**src/rtl/fetch_issue.sv**
```systemverilog
// Instruction fetch/issue front end: fetches 9-bit words from instruction memory,
// presents them with a valid/ready handshake, tracks the PC and stops on HALT.
module fetch_issue #(
  parameter int unsigned          PC_W     = 8,
  parameter logic [PC_W-1:0]      RESET_PC = '0,
  parameter int unsigned          CNT_W    = 16
) (
  input  logic             clk,
  input  logic             reset,
  input  logic             start,
  output logic             imem_req,
  output logic [PC_W-1:0]  imem_addr,
  input  logic [8:0]       imem_rdata,
  input  logic             imem_rvalid,
  output logic             issue_valid,
  input  logic             issue_ready,
  output logic [3:0]       opcode,
  output logic [1:0]       format,
  output logic             imm_flag,
  output logic [1:0]       operand,
  input  logic             redirect_valid,
  input  logic [PC_W-1:0]  redirect_target,
  output logic [PC_W-1:0]  pc,
  output logic             halted,
  output logic [CNT_W-1:0] instr_count
);

  localparam logic [3:0] HALT_OP = 4'b1110;

  typedef enum logic [2:0] {
    S_IDLE,
    S_FETCH,
    S_WAIT,
    S_ISSUE,
    S_HALTED
  } state_t;

  state_t state;

  // The read address is always the architectural PC.
  assign imem_addr = pc;

  // imem_req is raised on entry to FETCH so it is high for exactly that cycle.
  always_ff @(posedge clk) begin
    if (reset) begin
      state       <= S_IDLE;
      pc          <= RESET_PC;
      imem_req    <= 1'b0;
      issue_valid <= 1'b0;
      opcode      <= 4'b0;
      format      <= 2'b0;
      imm_flag    <= 1'b0;
      operand     <= 2'b0;
      halted      <= 1'b0;
      instr_count <= '0;
    end else begin
      case (state)
        S_IDLE: begin
          if (start) begin
            pc       <= RESET_PC;
            imem_req <= 1'b1;
            state    <= S_FETCH;
          end
        end
        S_FETCH: begin
          imem_req <= 1'b0;
          state    <= S_WAIT;
        end
        S_WAIT: begin
          if (imem_rvalid) begin
            opcode      <= imem_rdata[8:5];
            format      <= imem_rdata[4:3];
            imm_flag    <= imem_rdata[2];
            operand     <= imem_rdata[1:0];
            issue_valid <= 1'b1;
            state       <= S_ISSUE;
          end
        end
        S_ISSUE: begin
          if (issue_ready) begin
            issue_valid <= 1'b0;
            if (instr_count != '1) begin
              instr_count <= instr_count + CNT_W'(1);
            end
            if (opcode == HALT_OP) begin
              halted <= 1'b1;
              state  <= S_HALTED;
            end else begin
              pc       <= redirect_valid ? redirect_target : pc + PC_W'(1);
              imem_req <= 1'b1;
              state    <= S_FETCH;
            end
          end
        end
        S_HALTED: begin
          imem_req    <= 1'b0;
          issue_valid <= 1'b0;
        end
        default: begin
          state <= S_IDLE;
        end
      endcase
    end
  end

endmodule
```
**config.mk**
```make
export PLATFORM = sky130hd
export DESIGN_NAME = fetch_issue
export DESIGN_NICKNAME = d
export VERILOG_FILES = /design/src/rtl/fetch_issue.sv
export SDC_FILE = /design/constraint.sdc
export NUM_CORES = 1
export LEC_CHECK = 0
export ABC_AREA = 1
export CAP_MARGIN = 20
export CORE_UTILIZATION = 45
export DETAILED_ROUTE_END_ITERATION = 7
export PLACE_DENSITY = 0.78
export SETUP_SLACK_MARGIN = 0.5
export SLEW_MARGIN = 5
export SYNTH_ARGS = -nofsm -noshare
export SYNTH_HDL_FRONTEND = slang
export SYNTH_SLANG_ARGS = --single-unit
export TNS_END_PERCENT = 5
```
**constraint.sdc**
```tcl
create_clock -name clk -period 2.1 [get_ports clk]
set_clock_uncertainty 0.15 [all_clocks]
set_input_delay 0.42 -clock clk [delete_from_list [all_inputs] [get_ports clk]]
set_output_delay 0.42 -clock clk [all_outputs]
set_load 0.02 [all_outputs]
```
After elaboration in Yosys (flattened, before gate mapping)
Cells that the tools add are included.
W data, S select, Z words.
{"block": "op_classes", "add_sub_neg": 2, "eq_ne": 10, "n_mux": 17, "bitwise_logic": 1, "n_reduce_logical": 12}
{"op": "$mux W8", "n": 4}
{"op": "$add A16 B1 Y16 const B", "n": 1}
{"op": "$ne A16 B16 Y1 const B", "n": 1}
{"op": "$pmux W8 S2", "n": 1}
{"op": "$pmux W3 S5", "n": 1}
{"op": "$mux W3", "n": 4}
{"op": "$reduce_and A4 Y1", "n": 3}
{"op": "$reduce_and A3 Y1", "n": 3}
{"op": "$add A8 B1 Y8 const B", "n": 1}
{"op": "$ne A2 B2 Y1 const B", "n": 4}
{"op": "$eq A3 B2 Y1 const B", "n": 2}
{"op": "$pmux W1 S3", "n": 2}
{"op": "$reduce_bool A3 Y1", "n": 2}
{"op": "$mux W1", "n": 5}
{"op": "$eq A4 B4 Y1 const B", "n": 1}
{"op": "$eq A3 B1 Y1 const B", "n": 1}
{"op": "$eq A3 B3 Y1 const B", "n": 1}
{"op": "$logic_not A3 Y1", "n": 1}
{"op": "$reduce_and A2 Y1", "n": 1}
{"op": "$reduce_bool A2 Y1", "n": 1}
{"op": "$reduce_or A2 Y1", "n": 1}
{"op": "$not A1 Y1", "n": 1}
{"block": "word_totals", "register_bits": 39}

Depth between registers and ports, before layout
Gate-level depths: netlist of the first run.
{"block": "depth", "word_depth": 5, "depth_mapped": 9, "depth_no_buf": 9}

Worst setup path before layout of the first run
OpenSTA, ideal clock, no wires.
{"block": "synth_timing", "path_kind": "register to register", "startpoint": "register instr_count[1]", "endpoint": "register instr_count[1]", "setup_time_ns": 0.116, "arrival_ns": 1.515, "required_time_ns": 1.834, "path_slack_ns": 0.319, "stages_incl_launch_ff": 10, "synth_period_minus_slack_ns": 1.781, "path_cell_list": "dfxtp_1 ha_1 nand3_1 inv_1 nand3_1 nor2_1 nor2_4 buf_4 nor2_1 nor2_1"}
{"block": "synth_via", "elab_chain_len": 2, "word_cells_on_any_way": 3}
{"element": "start, declared", "line": "25", "source": "output logic [CNT_W-1:0] instr_count"}
{"element": "start signal, assigned", "line": "83", "source": "instr_count <= instr_count + CNT_W'(1);"}
{"element": "parallel branches: the longest is 2 deep, another holds $add A16 B1 Y16"}
Parallel ways; which one is timed is not known.
A chain may end at the register's enable or synchronous reset.

Worst setup path in the final report of the first run
{"block": "layout_timing", "startpoint": "register opcode[2]", "endpoint": "output opcode[2]"}
{"element": "start, declared", "line": "17", "source": "output logic [3:0] opcode,"}
{"element": "start signal, assigned", "line": "71", "source": "opcode <= imem_rdata[8:5];"}
No word-level cell between the ends.

==> results.sh, run 1 <==
export IMPL_status="complete, no violations"
export IMPL_post_route_period_util_pct=87.4
export IMPL_irDropWorstVdd_uv=670
export IMPL_cts_max_path_buffers=2
export IMPL_ys_types=30
export IMPL_relSlewSlack_pct=72.0
export IMPL_worstSetupPathType="register to output port"
export IMPL_drc=0
export IMPL_hold_ws_ps=309
export IMPL_num_io_pins=67
export IMPL_ant_nets=0
export IMPL_grt_pass1_vias=2070
export IMPL_initial_core_util_pct=47.3
export IMPL_dpl_hpwl_mm=4.02
export IMPL_crit_slowest_cell="clkdlybuf4s50_1"
export IMPL_critPathLaunchType="register"
export IMPL_syn_area_um2=2250
export IMPL_drive_gt1_share_pct=16.3
export IMPL_gp_congestion=0.857
export IMPL_first_iter_violations=122
export IMPL_cts_made_buffers=5
export IMPL_hold_class="register to register"
export IMPL_htree_levels=2
export IMPL_tritoncts="yes"
export IMPL_dieArea_um2=5280
export IMPL_synth_top_flop_cell="dfxtp_1"
export IMPL_synth_area_leader_cell="dfxtp_1"
export IMPL_synth_nets=365
export IMPL_critPathBufInv=1
export IMPL_areaGrowthSynthToFinish_pct=40.2
export IMPL_cp_required_ps=1530
export IMPL_cts_root_buf="clkbuf_8"
export IMPL_antenna_cells=0
export IMPL_path_clk_slew_ps=80
export IMPL_seq_area_frac_synth_pct=34.7
export IMPL_cts_sinks=39
export IMPL_drv_cap=0
export IMPL_synth_cells=340
export IMPL_die_h_um=72.7
export IMPL_wl_mm=5.67
export IMPL_firstDrtPassIters=4
export IMPL_antenna_found_initial=0
export IMPL_power_density_nw_per_um2=790
export IMPL_crit_path_max_fanout=3
export IMPL_power_leakage_nw=1.37
export IMPL_portBuffers=66
export IMPL_fin_crit_ps=1830
export IMPL_cts_hold_buf=0
export IMPL_synth_top_area_share_pct=34.7
export IMPL_setup_viol=0
export IMPL_rows=25
export IMPL_finalHoldViolations=0
export IMPL_synthTopCellsByArea="dfxtp_1 (35%), nand2_1 (15%), nor2_1 (9.2%)"
export IMPL_yosysWarnings=0
export IMPL_crit_path_max_incr_delay_ps=620
export IMPL_fin_nets=436
export IMPL_synth_edff_count=0
export IMPL_grt_usage_pct=21.7
export IMPL_endpoint_kind="output port"
export IMPL_via_count=2321
export IMPL_tightest_slew_ps=420
export IMPL_slew_viol_final=0
export IMPL_cp_top_family="buffers and inverters"
export IMPL_rsz0062_at_grt="true"
export IMPL_die_w_um=72.7
export IMPL_ys_async_sr_fraction_pct=0
export IMPL_grt_max_degree=16
export IMPL_path_cells="clkdlybuf4s50_1"
export IMPL_drt_wirelength_per_cell_um=11.8
export IMPL_grt_overflow=0
export IMPL_setup_tns_final_ps=0
export IMPL_via_per_inst=4.85
export IMPL_cp_arrival_ps=1260
export IMPL_fmax_mhz=545
export IMPL_grt_pass1_wl_mm=9.01
export IMPL_clk_latency_ps=290
export IMPL_core_area_um2=4750
export IMPL_avgSynthCellArea_um2=6.61
export IMPL_yosys_register_bits=39
[cell usage in the layout (no fill, tap or decap), drive strengths merged, types with 2 or more instances in the layout]
master	instances
xor2	4
nand2	101
a21oi	27
o21ai	18
nor3	2
dfxtp	39
nor2	61
nand3	23
xnor2	4
clkdlybuf4s50	32
ha	2
buf	14
inv	32
nand4	6
or2	2
dlymetal6s2s	4
dlygate4sd2	28
clkinv	2
clkdlybuf4s15	2
clkbuf	5
[power breakdown]
part | switching [mW] | total [mW] | internal, mW
Combinational | 0.496 | 0.952 | 0.455
Sequential | 0.0948 | 0.924 | 0.829
Clock | 0.268 | 0.616 | 0.348
[Yosys cell counts, types with 3 or more instances]
library cell / n
a21oi_1: 21
o21ai_0: 17
nor2_2: 3
nand2_4: 3
clkbuf_1: 5
xor2_1: 4
nand2_1: 90
inv_2: 3
nor2_1: 55
xnor2_1: 4
inv_1: 29
nand3_1: 22
dfxtp_1: 39
a21oi_2: 6
nand2_2: 8
buf_4: 9
nand4_1: 6
[sequential cells by signal, summed over array words and instances (netlist names)]
name / flops
instr_count: 16
imem_addr: 8
opcode: 4
state: 3
format: 2
operand: 2
halted: 1
imem_req: 1
imm_flag: 1
issue_valid: 1
[stage by stage]
stage | setup WS [ps] | total power, mW | area (µm²) | util [%] | std cells
after floorplan | 496 | 1.39 | 2270 | - | 340
after global placement | 99.3 | 1.63 | 2940 | 61.8 | 461
after detailed placement | 16.5 | 1.64 | 2940 | 61.8 | 461
after CTS | 238 | 2.23 | 3010 | 63.4 | 469
after global routing | 230 | 2.60 | 3150 | 66.3 | 479
final | 265 | 2.49 | 3150 | 66.3 | 479
[metal layers]
metal	vias to the layer above	track usage, %	routed length, µm
met3	4	3.73	239
met4	0	6.97	55
met2	61	38.3	2750
li1	1211	-	-
met1	1045	26.7	2620
met5	-	0	0
[kinds of logic (layout without fill, tap and decap cells)]
logic type,count (synthesis),count (layout),synth area share [%]
and+or+nand+nor,196,196,39.5
buffers and inverters,48,120,9.90
AOI/OAI and AO/OA,47,47,11.6
adders and majority gates,2,2,1.11
xor gates and xnor gates,8,8,3.12
DFF,39,39,34.7
[repair_timing]
item / CTS / global route
buffers inserted: 0 / 10
endpoints found under the setup margin: 64 / 77
pin swaps: 0 / 11
gates resized for setup: 34 / 19
[path summary, 6_finish.rpt]
path	startpoint	to	slack, ps	cells past startpoint
setup / recovery	opcode[2]$_SDFFE_PP0P_	opcode[2]	270	1
hold / removal	halted$_SDFFE_PP0P_	halted$_SDFFE_PP0P_	310	2
setup reg to reg	imem_addr[0]$_SDFFE_PP0P_	imem_addr[6]$_SDFFE_PP0P_	440	9
hold reg to reg	halted$_SDFFE_PP0P_	halted$_SDFFE_PP0P_	310	2
[cell type report]
| cell class | count | area [µm²] |
|---|---|---|
| repair buffers | 80 | 758 |
| fillers | 444 | 1600 |
| inverters | 32 | 120 |
| well taps | 67 | 83.8 |
| clock inverters | 3 | 38.8 |
| clock buffers | 5 | 68.8 |
| multi-input cells | 253 | 1280 |
| flip-flops and latches | 39 | 798 |
Power figures use the tool's default switching activity.
==> run 2: changes to the inputs <==
- SKIP_CTS_REPAIR_TIMING: unset -> 1
==> results.sh, run 2 (same netlist as run 1, synthesis figures left out) <==
export IMPL_status="complete, no violations"
export IMPL_grt_usage_pct=21.6
export IMPL_grt_overflow=0
export IMPL_critPathLaunchType="register"
export IMPL_final_common_cell="nand2_1"
export IMPL_cts_made_buffers=5
export IMPL_tightest_slew_ps=404
export IMPL_endpoint_kind="output port"
export IMPL_htree_levels=2
export IMPL_core_area_um2=4750
export IMPL_portBuffers=66
export IMPL_via_per_inst=4.78
export IMPL_cp_required_ps=1530
export IMPL_cp_num_cells=1
export IMPL_gp_congestion=0.857
export IMPL_wl_mm=5.24
export IMPL_drv_cap=0
export IMPL_die_w_um=72.7
export IMPL_fin_nets=426
export IMPL_dpl_hpwl_mm=4.02
export IMPL_reg2reg_depth=7
export IMPL_cts_root_buf="clkbuf_8"
export IMPL_crit_path_max_fanout=6
export IMPL_final_util_pct=64.8
export IMPL_die_h_um=72.7
export IMPL_drc=0
export IMPL_fin_crit_ps=1950
export IMPL_grt_max_degree=16
export IMPL_first_iter_violations=121
export IMPL_ant_nets=0
export IMPL_fmax_mhz=513
export IMPL_cts_sinks=39
export IMPL_most_common_layout_cells="nand2_1 (90), nor2_1 (54), clkdlybuf4s50_1 (52)"
export IMPL_areaGrowthSynthToFinish_pct=37.1
export IMPL_largest_register="instr_count"
export IMPL_worstSetupPathType="register to output port"
export IMPL_largest_reg_flops=16
export IMPL_slew_viol_final=0
export IMPL_grt_pass1_vias=2067
export IMPL_post_route_period_util_pct=92.8
export IMPL_hold_class="register to register"
export IMPL_tritoncts="yes"
export IMPL_setup_viol=0
export IMPL_worstHoldPathCells=2
export IMPL_crit_slowest_cell="clkdlybuf4s50_1"
export IMPL_irDropWorstVdd_uv=602
export IMPL_setup_tns_final_ps=0
export IMPL_path_clk_slew_ps=80
export IMPL_num_io_pins=67
export IMPL_power_leakage_nw=1.37
export IMPL_dieArea_um2=5280
export IMPL_seqCellArea_um2=791
export IMPL_multi_input_area_um2=1250
export IMPL_critPathBufInv=1
export IMPL_cp_top_family="buffers and inverters"
export IMPL_finalHoldViolations=0
export IMPL_rsz0062_at_grt="true"
export IMPL_firstDrtPassIters=5
export IMPL_drt_wirelength_per_cell_um=11.2
export IMPL_cts_max_path_buffers=2
export IMPL_cp_arrival_ps=1380
export IMPL_power_density_nw_per_um2=722
export IMPL_antenna_found_initial=0
export IMPL_antenna_cells=0
export IMPL_via_count=2241
export IMPL_grt_pass1_wl_mm=9.00
export IMPL_drive_gt1_share_pct=11.9
export IMPL_initial_core_util_pct=47.3
export IMPL_rows=25
export IMPL_relSlewSlack_pct=73.0
export IMPL_path_cells="clkdlybuf4s50_1"
export IMPL_num_fill_cells=455
export IMPL_crit_path_max_incr_delay_ps=650
export IMPL_clk_latency_ps=290
[run 2: changes by cell type in the layout (fill, tap and decap cells not counted), sizes merged]
cell           before  now
dlygate4sd2        28    0
clkdlybuf4s50      32   52
buf                14    4
dlymetal6s2s        4   14
clkdlybuf4s15       2    0
[run 2: layout make-up]
| type | instances | area share, % |
|---|---|---|
| sequential | 39 | 25.6 |
| clock inverter | 3 | 1.26 |
| timing repair buffer | 70 | 23.5 |
| multi-input combinational | 253 | 40.7 |
| tap | 67 | 2.72 |
| inverter | 32 | 3.90 |
| clock buffer | 5 | 2.23 |
[run 2: path summary, 6_finish.rpt]
kind / slack (ps) / start / end
min reg2reg: 310 / halted$_SDFFE_PP0P_ / halted$_SDFFE_PP0P_
max: 150 / imem_addr[1]$_SDFFE_PP0P_ / pc[1]
max reg2reg: 390 / state[0]$_SDFFE_PP0P_ / imem_addr[7]$_SDFFE_PP0P_
min: 310 / halted$_SDFFE_PP0P_ / halted$_SDFFE_PP0P_
[run 2: per-layer routing]
metal	vias to the layer above	GRT usage [%]	wire length, µm
li1	1192	-	-
met1	985	26.7	2500
met2	60	38.2	2470
met3	4	3.73	213
met4	0	6.97	54
met5	-	0	0
[run 2: stage by stage]
stage          total power [mW]  cell area [µm²]  setup slack (ps)  hold WS, ps  instances
3_3_place_gp               1.63             2940              99.3          296        461
4_1_cts                    2.24             3050               108          313        469
2_1_floorplan              1.39             2270               496          376        340
3_5_place_dp               1.64             2940              16.5          300        461
5_1_grt                    2.35             3080               102          339        469
6_report                   2.23             3080               150          310        469
[run 2: power by group]
group	switching, mW	internal [mW]	leakage (nW)	total [mW]
Clock	0.263	0.348	0.0556	0.611
Sequential	0.0781	0.819	0.318	0.897
Combinational	0.419	0.298	0.996	0.717
==> run 3: changes to the inputs <==
- clock period: 2.1 -> 1.8 ns (I/O delays scaled with it)
==> results.sh, run 3 (same netlist as run 1, synthesis figures left out) <==
export IMPL_status="complete, no violations"
export IMPL_grt_overflow=0
export IMPL_rows=25
export IMPL_firstDrtPassIters=5
export IMPL_critPathLaunchType="register"
export IMPL_dpl_cell_count=472
export IMPL_fin_cells=489
export IMPL_drive_gt1_share_pct=25.8
export IMPL_final_area_um2=3480
export IMPL_cp_arrival_ps=1620
export IMPL_portBuffers=66
export IMPL_dieArea_um2=5280
export IMPL_clk_latency_ps=300
export IMPL_antenna_found_initial=0
export IMPL_cts_max_path_buffers=2
export IMPL_cp_required_ps=1880
export IMPL_die_w_um=72.7
export IMPL_setup_viol=0
export IMPL_areaGrowthSynthToFinish_pct=54.9
export IMPL_rsz0062_at_grt="true"
export IMPL_tightest_slew_ps=409
export IMPL_dpl_hpwl_mm=4.03
export IMPL_first_iter_violations=106
export IMPL_wl_mm=5.83
export IMPL_drt_wirelength_per_cell_um=11.9
export IMPL_worstSetupPathType="register to register"
export IMPL_slew_viol_final=0
export IMPL_grt_pass1_vias=2097
export IMPL_num_fill_cells=362
export IMPL_die_h_um=72.7
export IMPL_via_count=2424
export IMPL_path_clk_slew_ps=80
export IMPL_grt_pass1_wl_mm=8.95
export IMPL_hold_class="input port to register"
export IMPL_tritoncts="yes"
export IMPL_antenna_cells=0
export IMPL_final_util_pct=73.2
export IMPL_fmax_mhz=649
export IMPL_endpoint_kind="register"
export IMPL_total_power_mw=2.67
export IMPL_htree_levels=2
export IMPL_fin_crit_ps=1540
export IMPL_via_per_inst=4.96
export IMPL_relSlewSlack_pct=72.7
export IMPL_grt_usage_pct=21.5
export IMPL_grt_max_degree=16
export IMPL_drc=0
export IMPL_cts_made_buffers=5
export IMPL_dpl_instance_area_um2=3110
export IMPL_finalHoldViolations=0
export IMPL_fin_nets=446
export IMPL_cts_root_buf="clkbuf_8"
export IMPL_crit_path_max_fanout=6
export IMPL_setup_tns_final_ps=0
export IMPL_final_common_cell="nand2_1"
export IMPL_pre_cts_ws_ps=-115
export IMPL_hold_ws_ps=246
export IMPL_largest_register="instr_count"
export IMPL_num_io_pins=67
export IMPL_irDropWorstVdd_uv=977
export IMPL_largest_reg_flops=16
export IMPL_core_area_um2=4750
export IMPL_power_leakage_nw=2.03
export IMPL_cts_sinks=39
export IMPL_gp_congestion=0.909
export IMPL_worst_slack_ps=259
export IMPL_power_density_nw_per_um2=768
export IMPL_ant_nets=0
export IMPL_initial_core_util_pct=47.3
export IMPL_drv_cap=0
export IMPL_post_route_period_util_pct=85.6
export IMPL_most_common_layout_cells="nand2_1 (85), nor2_1 (48), dlymetal6s2s_1 (42)"
## run 3: cell count changes in the layout (fill, tap and decap cells not counted), moves of 5 or more
cell	previous run	this run
nor2_1	54	48
dlymetal6s2s_1	14	42
dfxtp_1	35	16
clkdlybuf4s50_1	52	21
nand2_1	90	85
nor2_4	2	7
dfxtp_2	2	7
buf_4	4	24
dfxtp_4	2	16
## run 3: layout make-up
cell class                      instances  area (µm²)  share of cell area (%)
Multi-Input combinational cell        254        1390                    39.8
Timing Repair Buffer                   89         956                    27.5
Sequential cell                        39         850                    24.4
Inverter                               32         120                    3.45
Tap cell                               67        83.8                    2.41
Clock buffer                            6        72.6                    2.08
Clock inverter                          2        12.5                   0.359
## run 3: worst paths after layout
| path | to | depth (start not counted) | slack [ps] | start |
|---|---|---|---|---|
| worst max-delay path | imem_addr[7]$_SDFFE_PP0P_ | 9 | 260 | state[1]$_SDFFE_PP0P_ |
| worst max register to register | imem_addr[7]$_SDFFE_PP0P_ | 9 | 260 | state[1]$_SDFFE_PP0P_ |
| worst min-delay path | halted$_SDFFE_PP0P_ | 3 | 250 | issue_ready |
| worst min register to register | halted$_SDFFE_PP0P_ | 2 | 320 | halted$_SDFFE_PP0P_ |
## run 3: power by group
part           leakage [nW]  switching (mW)  internal [mW]
clock network        0.0412           0.324          0.271
registers             0.332           0.111          0.952
logic                  1.66           0.543          0.473
total                  2.03           0.978           1.70
## run 3: worst max-delay path, stage by stage, from the launching register on
cell and delay (ps):
dfxtp_4 410, nand2_4 70, nor2_4 140, nand2_1 110
nand2_2 90, inv_2 50, nand2_4 90, buf_4 140
nand2_1 80, a21oi_2 140
## run 3: routing by layer
layer | GRT usage [%] | vias up | wire (µm)
met2 | 37.3 | 73 | 2870
li1 | - | 1236 | -
met5 | 0 | - | 0
met3 | 5.39 | 4 | 294
met1 | 26.1 | 1111 | 2620
met4 | 6.75 | 0 | 38
